--- config.mk ---
export PLATFORM = sky130hd
export DESIGN_NAME = inst_fetch
export DESIGN_NICKNAME = d
export VERILOG_FILES = /design/src/rtl/inst_fetch.sv
export SDC_FILE = /design/constraint.sdc
export NUM_CORES = 1
export LEC_CHECK = 0
export ABC_CLOCK_PERIOD_IN_PS = 2000
export BUFFER_PORTS_ARGS = -buffer_cell sky130_fd_sc_hd__buf_2
export CAP_MARGIN = 40
export CELL_PAD_IN_SITES_DETAIL_PLACEMENT = 0
export CELL_PAD_IN_SITES_GLOBAL_PLACEMENT = 1
export CORE_MARGIN = 2
export CORE_UTILIZATION = 36
export DETAILED_ROUTE_END_ITERATION = 10
export PLACE_DENSITY_LB_ADDON = 0.08
export SKIP_LAST_GASP = 1
export SLEW_MARGIN = 10
export SYNTH_ARGS = -nofsm -noshare
export SYNTH_HDL_FRONTEND = slang
export SYNTH_SLANG_ARGS = --single-unit
export TNS_END_PERCENT = 50
--- constraint.sdc ---
create_clock -name clk -period 2 [get_ports clk]
set_input_delay 0.1 -clock clk [delete_from_list [all_inputs] [get_ports clk]]
set_output_delay 0.1 -clock clk [all_outputs]
set_load 0.02 [all_outputs]
--- src/rtl/inst_fetch.sv ---
// Instruction fetch stage: single-outstanding req/ack fetch from instruction
// memory, a 1-entry skid buffer to absorb a fetch that completes under a
// downstream stall, and redirect handling that drops in-flight stale fetches.
module inst_fetch #(
    parameter logic [31:0] RESET_PC = 32'h0000_0000,
    parameter logic [31:0] NOP_INST = 32'h0000_0013
) (
    input  logic        clk,
    input  logic        rst,
    input  logic        stall_i,
    input  logic        redirect_valid_i,
    input  logic [31:0] redirect_pc_i,
    output logic        mem_req_o,
    output logic [31:0] mem_addr_o,
    input  logic        mem_ack_i,
    input  logic [31:0] mem_rdata_i,
    output logic [31:0] pc_o,
    output logic [31:0] inst_o,
    output logic        inst_valid_o
);

    // FULL doubles as the "skid buffer occupied" flag, so no separate bit is kept
    typedef enum logic [1:0] {
        IDLE,
        REQ,
        FLUSH,
        FULL
    } state_t;

    state_t      state_q;
    logic [31:0] fetchPc_q;
    logic [31:0] stalePc_q;
    logic [31:0] bufPc_q;
    logic [31:0] bufInst_q;
    logic [31:0] pc_q;
    logic [31:0] inst_q;
    logic        valid_q;

    logic [31:0] fetchPcInc_d;
    logic [31:0] redirectPc_d;

    assign fetchPcInc_d = fetchPc_q + 32'd4;
    assign redirectPc_d = redirect_pc_i & ~32'h0000_0003;

    // A flushed request keeps presenting its original address until the ack,
    // while fetchPc_q already holds the redirect target
    assign mem_req_o    = (state_q == REQ) || (state_q == FLUSH);
    assign mem_addr_o   = (state_q == FLUSH) ? stalePc_q : fetchPc_q;

    assign pc_o         = pc_q;
    assign inst_o       = inst_q;
    assign inst_valid_o = valid_q;

    // Fetch FSM together with the output register and skid buffer
    always_ff @(posedge clk) begin
        if (rst) begin
            state_q   <= IDLE;
            fetchPc_q <= RESET_PC;
            stalePc_q <= 32'd0;
            bufPc_q   <= 32'd0;
            bufInst_q <= NOP_INST;
            pc_q      <= 32'd0;
            inst_q    <= NOP_INST;
            valid_q   <= 1'b0;
        end else if (redirect_valid_i) begin
            valid_q   <= 1'b0;
            inst_q    <= NOP_INST;
            fetchPc_q <= redirectPc_d;
            if (((state_q == REQ) || (state_q == FLUSH)) && !mem_ack_i) begin
                state_q <= FLUSH;
                if (state_q == REQ) begin
                    stalePc_q <= fetchPc_q;
                end
            end else begin
                state_q <= REQ;
            end
        end else begin
            case (state_q)
                IDLE: begin
                    state_q <= REQ;
                    if (!stall_i) begin
                        inst_q  <= NOP_INST;
                        valid_q <= 1'b0;
                    end
                end
                REQ: begin
                    if (mem_ack_i) begin
                        fetchPc_q <= fetchPcInc_d;
                        if (!stall_i || !valid_q) begin
                            pc_q    <= fetchPc_q;
                            inst_q  <= mem_rdata_i;
                            valid_q <= 1'b1;
                        end else begin
                            bufPc_q   <= fetchPc_q;
                            bufInst_q <= mem_rdata_i;
                            state_q   <= FULL;
                        end
                    end else if (!stall_i) begin
                        inst_q  <= NOP_INST;
                        valid_q <= 1'b0;
                    end
                end
                FLUSH: begin
                    if (mem_ack_i) begin
                        state_q <= REQ;
                    end
                    if (!stall_i) begin
                        inst_q  <= NOP_INST;
                        valid_q <= 1'b0;
                    end
                end
                FULL: begin
                    if (!stall_i) begin
                        pc_q    <= bufPc_q;
                        inst_q  <= bufInst_q;
                        valid_q <= 1'b1;
                        state_q <= REQ;
                    end
                end
                default: begin
                    state_q <= IDLE;
                end
            endcase
        end
    end

endmodule

==> results of run 1 <==
through the flow:
step	util [%]	total power [mW]	setup TNS (ns)	std cells
floorplan	-	4.638	0	1033
global placement	42.36	5.121	0	1466
detailed placement	42.36	5.120	-0.0002236	1466
CTS	47.64	8.667	-0.05095	1559
global route	47.83	8.955	-0.04173	1561
finish	47.83	8.576	0	1561
flip-flops by register name, indices dropped and copies added, names as in the netlist:
| register | flops |
|---|---|
| bufInst_q | 32 |
| bufPc_q | 30 |
| fetchPc_q | 30 |
| inst_o | 32 |
| inst_valid_o | 1 |
| pc_o | 30 |
| stalePc_q | 30 |
| state_q | 2 |
power by group through the flow:
stage | registers [mW] | logic [mW] | clock network [mW]
3_5_place_dp | 3.97 | 1.15 | 0
6_report | 3.89 | 1.27 | 3.42
3_3_place_gp | 3.97 | 1.15 | 0
4_1_cts | 3.89 | 1.27 | 3.51
5_1_grt | 3.90 | 1.37 | 3.68
2_1_floorplan | 3.98 | 0.656 | 0
synthesized netlist by cell type, types with 3 or more instances:
cell / number / area share (%)
mux2_2: 24 / 3.2
nor4_1: 4 / 0.29
inv_1: 19 / 0.84
a311oi_1: 10 / 1.0
dfxtp_1: 187 / 44
buf_2: 20 / 1.2
buf_4: 6 / 0.53
nand3_1: 10 / 0.59
clkbuf_1: 81 / 3.6
o2bb2ai_1: 29 / 3.0
nor3_1: 10 / 0.59
a211oi_1: 13 / 1.2
nand4_1: 17 / 1.3
or3_1: 34 / 2.5
and4_1: 8 / 0.83
and2_1: 3 / 0.22
nand2_1: 213 / 9.4
o21ai_0: 45 / 2.7
a2111oi_1: 3 / 0.35
a21oi_1: 127 / 7.5
xnor2_1: 7 / 0.72
a22oi_1: 30 / 2.7
a221oi_1: 6 / 0.62
and3_1: 7 / 0.52
ha_1: 5 / 0.74
mux2i_1: 31 / 3.7
nand3b_1: 4 / 0.35
buf_1: 3 / 0.13
xor2_1: 3 / 0.31
nor2_1: 27 / 1.2
a31oi_1: 3 / 0.22
o31ai_1: 4 / 0.35
a2111oi_0: 6 / 0.62
nor2b_1: 4 / 0.29
path summary, 6_finish.rpt:
check	to	cells past startpoint
worst max-delay path	mem_addr_o[13]	5
worst min-delay path	fetchPc_q[30]	3
worst max register to register	fetchPc_q[13]	6
worst min register to register	stalePc_q[17]	2
routing by layer:
layer / up-vias / wire [µm] / track usage, %
met1: 3734 / 12570 / 28.05
met3: 5 / 1124 / 4.157
met4: 0 / 131 / 3.896
met5: - / 0 / 0
li1: 4024 / - / -
met2: 168 / 12130 / 34.85
worst max-delay path, stage by stage, from the launching register on:
cell     delay [ns]
dfxtp_1        0.35
buf_4          0.14
ha_4           0.20
buf_12         0.20
mux2_2         0.36
buf_2          0.16
logic make-up (layout without fill, tap and decap cells):
| kind of cell | Yosys count | in the layout | share of synthesized area, % |
|---|---|---|---|
| flip-flops | 187 | 187 | 44.13 |
| adder cells (fa/ha/maj) | 5 | 5 | 0.7375 |
| other | 1 | 5 | 0.04421 |
| XOR/XNOR | 10 | 10 | 1.033 |
| AND/OR/NAND/NOR | 354 | 354 | 19.53 |
| buffers and inverters | 131 | 339 | 6.445 |
| AO/OA/AOI/OAI | 287 | 287 | 21.24 |
| multiplexers | 55 | 55 | 6.844 |
area by class of cell:
class	count	area [µm²]	share of cell area, %
Antenna cell	1	2.502	0.02242
Clock buffer	20	456.7	4.092
Clock inverter	12	130.1	1.166
Inverter	20	75.07	0.6727
Multi-Input combinational cell	715	4272	38.28
Sequential cell	187	3747	33.58
Tap cell	319	399.1	3.577
Timing Repair Buffer	287	2077	18.61
what timing repair did:
action                                  CTS  global route
gates resized for setup                   5            11
pin swaps                                 0             3
endpoints found under the setup margin   55            91
endpoints found under the hold margin    88             0
hold buffers                             60             0
buffers inserted                          0             1
cloned                                    1             0
==> impl_metrics.env, run 1 <==
export IMPL_synth_avg_cell_area_um2=8.236
export IMPL_ys_warn_count=0
export IMPL_min_delay_start="redirect_pc_i[30]"
export IMPL_antenna_found_initial=1
export IMPL_num_rows=56
export IMPL_syn_area_mm2=0.008483
export IMPL_path_class="flip-flop to output port"
export IMPL_clock_sinks=187
export IMPL_cts_buffer_depth=2
export IMPL_p_comb_share_pct=14.8
export IMPL_io_pins=167
export IMPL_dr_pass1_iters=5
export IMPL_clkLatencyLatePin_ns=0.42
export IMPL_switching_share_pct=27.96
export IMPL_postPlaceCellArea_mm2=0.009884
export IMPL_layout_common_cells="nand2_1 (213), dfxtp_1 (186), buf_2 (159), a21oi_1 (127), dlygate4sd3_1 (60)"
export IMPL_grt_remaining_overflow=0
export IMPL_crit_path_start_kind="flip-flop"
export IMPL_area_growth_pct=31.55
export IMPL_p_sw_mw=2.398
export IMPL_r2r_start="state_q[1]"
export IMPL_setup_viol=0
export IMPL_grt_pass1_wl_um=40870
export IMPL_drive_gt1_share_pct=24.42
export IMPL_finalCritPeriodShare_pct=97.52
export IMPL_max_cap_violations=0
export IMPL_power_density_mw_per_mm2=768.5
export IMPL_internal_power_mw=6.178
export IMPL_final_common_cell="nand2_1"
export IMPL_relSlewSlack_pct=65.70
export IMPL_required_ns=1.90
export IMPL_wl_per_cell_um=16.63
export IMPL_clock_fmax_mhz=512.7
export IMPL_die_h_um=157.5
export IMPL_period_minus_slack_ns=1.950
export IMPL_grt_max_degree=75
export IMPL_post_route_worst_setup_slack_ns=0.04961
export IMPL_grt_usage_pct=20.84
export IMPL_yosysUniqueCellTypes=56
export IMPL_ys_ff_latch=187
export IMPL_cts_reportedPaths_clkPinSlew_ns=0.07
export IMPL_synth_top_flop_cell="dfxtp_1"
export IMPL_fillers=2330
export IMPL_grt_pass1_vias=7565
export IMPL_syn_inst=1030
export IMPL_layout_nets=1302
export IMPL_synth_async_reset_ratio_pct=0
export IMPL_holdWs_ns=0.04541
export IMPL_synth_seq_area_share_pct=44.13
export IMPL_cts_root_buf="clkbuf_16"
export IMPL_place_port_buffers=160
export IMPL_vdd_drop_max_mv=0.5049
export IMPL_ant_nets=0
export IMPL_rsz0062_at_grt="yes"
export IMPL_synth_enable_flop_cells=0
export IMPL_power_share_clock_pct=39.9
export IMPL_p_seq_share_pct=45.3
export IMPL_critPathMaxFanout=18
export IMPL_endpoint_kind="output port"
export IMPL_vias_per_cell=5.081
export IMPL_coreArea_mm2=0.02333
export IMPL_cts_tree="done"
export IMPL_dieArea_mm2=0.02481
export IMPL_worst_pin_slew_ns=0.5125
export IMPL_start_util_pct=36.36
export IMPL_r2r_slack_ns=0.14
export IMPL_cts_buffers=17
export IMPL_slew_violations=0
export IMPL_skew_ns=0.01011
export IMPL_pre_cts_slack_ns=-0.0002236
export IMPL_htree_levels=4
export IMPL_hp_class="input port to flip-flop"
export IMPL_drtIter0Drc=554
export IMPL_vias=7931
export IMPL_outcome="completed"
export IMPL_cp_arrival_ns=1.85
export IMPL_critPathLaunch="state_q[1]"
export IMPL_wl_um=25960
export IMPL_dp_hpwl_um=16560
export IMPL_p_leak_nw=4.170
export IMPL_finalHoldViolations=0
export IMPL_place_congestion=0.7776
export IMPL_die_width_um=157.5
export IMPL_stdcell_area_mm2=0.01116
export IMPL_drc=0
(Power assumes the default switching activity.)
==> inputs of run 2 (changes only) <==
Settings changed: CELL_PAD_IN_SITES_DETAIL_PLACEMENT 0 to not set, CELL_PAD_IN_SITES_GLOBAL_PLACEMENT 1 to not set.
==> run 2 against run 1 <==
Combinational power is 7% higher; cell count is 0.58% higher; final area rose by 2.0%; sequential power about the same.
==> impl_metrics.env, run 2 (synthesized netlist as in run 1, its figures left out) <==
export IMPL_outcome="completed"
export IMPL_dp_cells=1470
export IMPL_antenna_found_initial=1
export IMPL_drtIter0Drc=554
export IMPL_skew_ns=0.01440
export IMPL_wl_um=27000
export IMPL_cts_reportedPaths_clkPinSlew_ns=0.07
export IMPL_cts_buffer_depth=2
export IMPL_fillers=2345
export IMPL_grt_remaining_overflow=0
export IMPL_cts_root_buf="clkbuf_16"
export IMPL_holdWs_ns=0.04570
export IMPL_endpoint_kind="output port"
export IMPL_coreArea_mm2=0.02333
export IMPL_dp_hpwl_um=16580
export IMPL_power_density_mw_per_mm2=752.8
export IMPL_io_pins=167
export IMPL_rsz0062_at_grt="yes"
export IMPL_cts_buffers=17
export IMPL_clkLatencyLatePin_ns=0.43
export IMPL_vias_per_cell=5.103
export IMPL_worst_pin_slew_ns=0.5029
export IMPL_required_ns=1.90
export IMPL_path_delay_family="buffers and inverters"
export IMPL_critPathMaxFanout=8
export IMPL_dr_pass1_iters=5
export IMPL_die_h_um=157.5
export IMPL_setup_viol=0
export IMPL_drive_gt1_share_pct=24.96
export IMPL_postPlaceCellArea_mm2=0.009915
export IMPL_dieArea_mm2=0.02481
export IMPL_cts_tree="done"
export IMPL_wl_per_cell_um=17.19
export IMPL_clock_fmax_mhz=500.1
export IMPL_layout_nets=1311
export IMPL_grt_pass1_vias=7669
export IMPL_grt_usage_pct=21.18
export IMPL_stdcell_area_mm2=0.01138
export IMPL_slowest_stage="dfxtp_2"
export IMPL_p_leak_nw=4.267
export IMPL_max_cap_violations=0
export IMPL_drc=0
export IMPL_htree_levels=4
export IMPL_finalHoldViolations=0
export IMPL_area_growth_pct=34.14
export IMPL_power_mw=8.567
export IMPL_path_cells="buf_6 > inv_4 > ha_4 > buf_12 > mux2_2 > buf_2"
export IMPL_clock_sinks=187
export IMPL_hp_class="input port to flip-flop"
export IMPL_vdd_drop_max_mv=0.4394
export IMPL_grt_pass1_wl_um=41460
export IMPL_ant_nets=0
export IMPL_cp_arrival_ns=1.90
export IMPL_grt_max_degree=97
export IMPL_layout_common_cells="nand2_1 (213), dfxtp_1 (186), buf_2 (147), a21oi_1 (127), dlygate4sd3_1 (61)"
export IMPL_vias=8012
export IMPL_path_class="flip-flop to output port"
export IMPL_die_width_um=157.5
export IMPL_relSlewSlack_pct=66.48
export IMPL_period_minus_slack_ns=1.999
export IMPL_final_setup_tns_ns=0
export IMPL_place_congestion=0.7568
export IMPL_crit_buf_inv=4
export IMPL_finalCritPeriodShare_pct=99.97
export IMPL_start_util_pct=36.36
export IMPL_num_rows=56
export IMPL_place_port_buffers=160
export IMPL_slew_violations=0
export IMPL_crit_path_start_kind="flip-flop"
export IMPL_slowest_delay_ns=0.34
export IMPL_final_common_cell="nand2_1"
export IMPL_final_cells=1570
[run 2: cell count changes in the layout (fill, tap and decap cells not counted), moves of 3 or more]
cell / change
mux2_4: +12
o21ai_1: +3
buf_4: +3
buf_6: +13
mux2_2: -12
buf_2: -12
o21ai_0: -3
clkbuf_16: +3
[run 2: path summary, 6_finish.rpt]
kind	startpoint	to	slack (ns)	cells past startpoint
worst max-delay path	state_q[0]	mem_addr_o[16]	0.0006	6
worst min-delay path	redirect_pc_i[30]	fetchPc_q[30]	0.05	3
worst max register to register	state_q[1]	pc_o[3]	0.04	7
worst min register to register	stalePc_q[12]	stalePc_q[12]	0.45	2
[run 2: tightest hold or removal path, delay by kind of cell]
kind	cells	cell delay, ns
AO/OA/AOI/OAI	2	0.22
buffers and inverters	1	0.11
[run 2: area by class of cell]
| class | instances | area [µm²] | area share, % |
|---|---|---|---|
| Antenna cell | 1 | 2.502 | 0.02199 |
| Clock buffer | 20 | 456.7 | 4.013 |
| Clock inverter | 12 | 105.1 | 0.9236 |
| Inverter | 20 | 77.57 | 0.6817 |
| Multi-Input combinational cell | 715 | 4308 | 37.86 |
| Sequential cell | 187 | 3745 | 32.91 |
| Tap cell | 319 | 399.1 | 3.507 |
| Timing Repair Buffer | 296 | 2286 | 20.09 |
[run 2: per-layer routing]
metal	GRT usage (%)	vias up	wire length, µm
li1	-	4050	-
met1	28.32	3766	12540
met2	35.16	182	12890
met3	4.488	14	1359
met4	4.545	0	205
met5	0	-	0
[run 2: repair_timing]
action | 4_1_cts | 5_1_grt
resized for setup | 6 | 52
setup buffers | 0 | 2
pin swaps | 1 | 4
gates cloned | 1 | 3
endpoints found under the setup margin | 28 | 89
hold endpoints to repair | 99 | 0
hold buffers | 61 | 0
[run 2: per-stage QoR]
| step | setup WS [ns] | utilization, % |
|---|---|---|
| after floorplan | 0.1396 | - |
| after global routing | -0.06190 | 48.77 |
| after CTS | -0.09110 | 47.68 |
| final | 0.0005662 | 48.77 |
| after global placement | 0.08258 | 42.49 |
| after detailed placement | 0.04522 | 42.49 |
[run 2: power by group]
group | internal (mW) | switching [mW]
Combinational | 0.596 | 0.762
Clock | 1.70 | 1.63
Sequential | 3.81 | 0.0674
Total | 6.11 | 2.46
==> inputs of run 3 (changes only) <==
Settings changed: RECOVER_POWER set to 50.
==> run 3 against run 2 <==
Register-to-register slack improved by 0.02 ns; sequential cell count unchanged; largest power group unchanged; setup slack improved by 0.0083 ns; clock power about the same; worst hold slack improved by 0.0038 ns; sequential share of layout area increased by 0.31 points; maximum frequency increased by 0.41%; largest cell class unchanged; cell count unchanged; sequential power about the same; via count about the same; first-iteration DRC count decreased by 5.1%; global-route usage unchanged.
==> impl_metrics.env, run 3 (synthesized netlist as in run 1, its figures left out) <==
export IMPL_drive_gt1_share_pct=19.68
export IMPL_area_growth_pct=32.88
export IMPL_cts_tree="done"
export IMPL_cp_arrival_ns=1.89
export IMPL_required_ns=1.90
export IMPL_period_minus_slack_ns=1.991
export IMPL_outcome="completed"
export IMPL_rsz0062_at_grt="yes"
export IMPL_path_cells="buf_6 > inv_4 > ha_4 > buf_12 > mux2_2 > buf_2"
export IMPL_die_h_um=157.5
export IMPL_wl_per_cell_um=17.21
export IMPL_vias_per_cell=5.107
export IMPL_antenna_found_initial=1
export IMPL_die_width_um=157.5
export IMPL_hp_class="input port to flip-flop"
export IMPL_skew_ns=0.01411
export IMPL_wl_um=27020
export IMPL_whs_path_depth=3
export IMPL_vdd_drop_max_mv=0.4418
export IMPL_cts_buffers=17
export IMPL_crit_path_start_kind="flip-flop"
export IMPL_ant_nets=0
export IMPL_cts_buffer_depth=2
export IMPL_relSlewSlack_pct=66.50
export IMPL_grt_pass1_wl_um=41460
export IMPL_vias=8018
export IMPL_slew_violations=0
export IMPL_dp_cells=1470
export IMPL_final_cells=1570
export IMPL_place_congestion=0.7568
export IMPL_grt_usage_pct=21.18
export IMPL_coreArea_mm2=0.02333
export IMPL_num_rows=56
export IMPL_layout_common_cells="nand2_1 (213), dfxtp_1 (186), a21oi_1 (127), buf_2 (83), clkbuf_1 (67)"
export IMPL_dr_pass1_iters=5
export IMPL_grt_remaining_overflow=0
export IMPL_finalCritPeriodShare_pct=99.56
export IMPL_htree_levels=4
export IMPL_path_class="flip-flop to output port"
export IMPL_finalHoldViolations=0
export IMPL_power_mw=8.555
export IMPL_power_density_mw_per_mm2=759.0
export IMPL_final_common_cell="nand2_1"
export IMPL_rr_worst_depth=7
export IMPL_cts_reportedPaths_clkPinSlew_ns=0.07
export IMPL_drtIter0Drc=526
export IMPL_grt_max_degree=97
export IMPL_slowest_stage="dfxtp_2"
export IMPL_dp_hpwl_um=16580
export IMPL_critPathMaxFanout=8
export IMPL_grt_pass1_vias=7669
export IMPL_worst_pin_slew_ns=0.5024
export IMPL_clock_fmax_mhz=502.2
export IMPL_slowest_delay_ns=0.34
export IMPL_cts_root_buf="clkbuf_16"
export IMPL_layout_nets=1311
export IMPL_dieArea_mm2=0.02481
export IMPL_max_cap_violations=0
export IMPL_start_util_pct=36.36
export IMPL_setup_viol=0
export IMPL_io_pins=167
export IMPL_p_leak_nw=3.984
export IMPL_clock_sinks=187
export IMPL_drc=0
export IMPL_final_setup_tns_ns=0
export IMPL_place_port_buffers=160
export IMPL_fillers=2373
export IMPL_clkLatencyLatePin_ns=0.43
export IMPL_endpoint_kind="output port"
## run 3: final cells by class
type	count	area [µm²]	share of cell area, %
multi-input combinational	715	4308	38.22
clock buffer	20	456.7	4.051
clock inverter	12	105.1	0.9324
timing repair buffer	296	2178	19.33
inverter	20	77.57	0.6882
sequential	187	3745	33.22
tap	319	399.1	3.541
antenna	1	2.502	0.02220
## run 3: where the power goes
group | total [mW] | switching [mW] | internal [mW]
sequential | 3.88 | 0.0686 | 3.81
clock | 3.33 | 1.63 | 1.70
combinational | 1.34 | 0.763 | 0.581
## run 3: metrics by stage
step	util [%]	hold WS, ns	setup slack [ns]	cell area, µm²
floorplan	-	0.2242	0.1396	8494
global placement	42.49	0.3531	0.08258	9915
detailed placement	42.49	0.3581	0.04522	9915
CTS	47.68	0.02359	-0.09110	11120
global route	48.31	0.06783	-0.06190	11270
finish	48.31	0.04953	0.008820	11270
## run 3: what timing repair did
item                       CTS  global route
hold endpoints to repair    99             0
setup endpoints to repair   28            89
setup buffers                0             2
hold buffers                61             0
resized for setup            6            52
pin swaps                    1             4
gates cloned                 1             3
## run 3: critical path, delay by kind of cell, from the launching register on
family | cells | cell delay (ns)
adders and majority gates | 1 | 0.24
DFF | 1 | 0.34
muxes | 1 | 0.34
buffers and inverters | 4 | 0.52
## run 3: final timing paths
| path | start | to | slack (ns) |
|---|---|---|---|
| worst min-delay path | redirect_pc_i[30] | fetchPc_q[30] | 0.05 |
| worst min register to register | stalePc_q[12] | stalePc_q[12] | 0.45 |
| worst max register to register | state_q[1] | pc_o[3] | 0.06 |
| worst max-delay path | state_q[0] | mem_addr_o[16] | 0.009 |
## run 3: per-layer routing
| metal | part of all wire, % | track usage (%) | wire, µm | up-vias |
|---|---|---|---|---|
| met5 | 0 | 0 | 0 | - |
| met4 | 0.77 | 4.545 | 207 | 0 |
| met3 | 5.0 | 4.488 | 1356 | 14 |
| met2 | 48 | 35.16 | 12910 | 183 |
| met1 | 46 | 28.32 | 12550 | 3767 |
| li1 | - | - | - | 4054 |
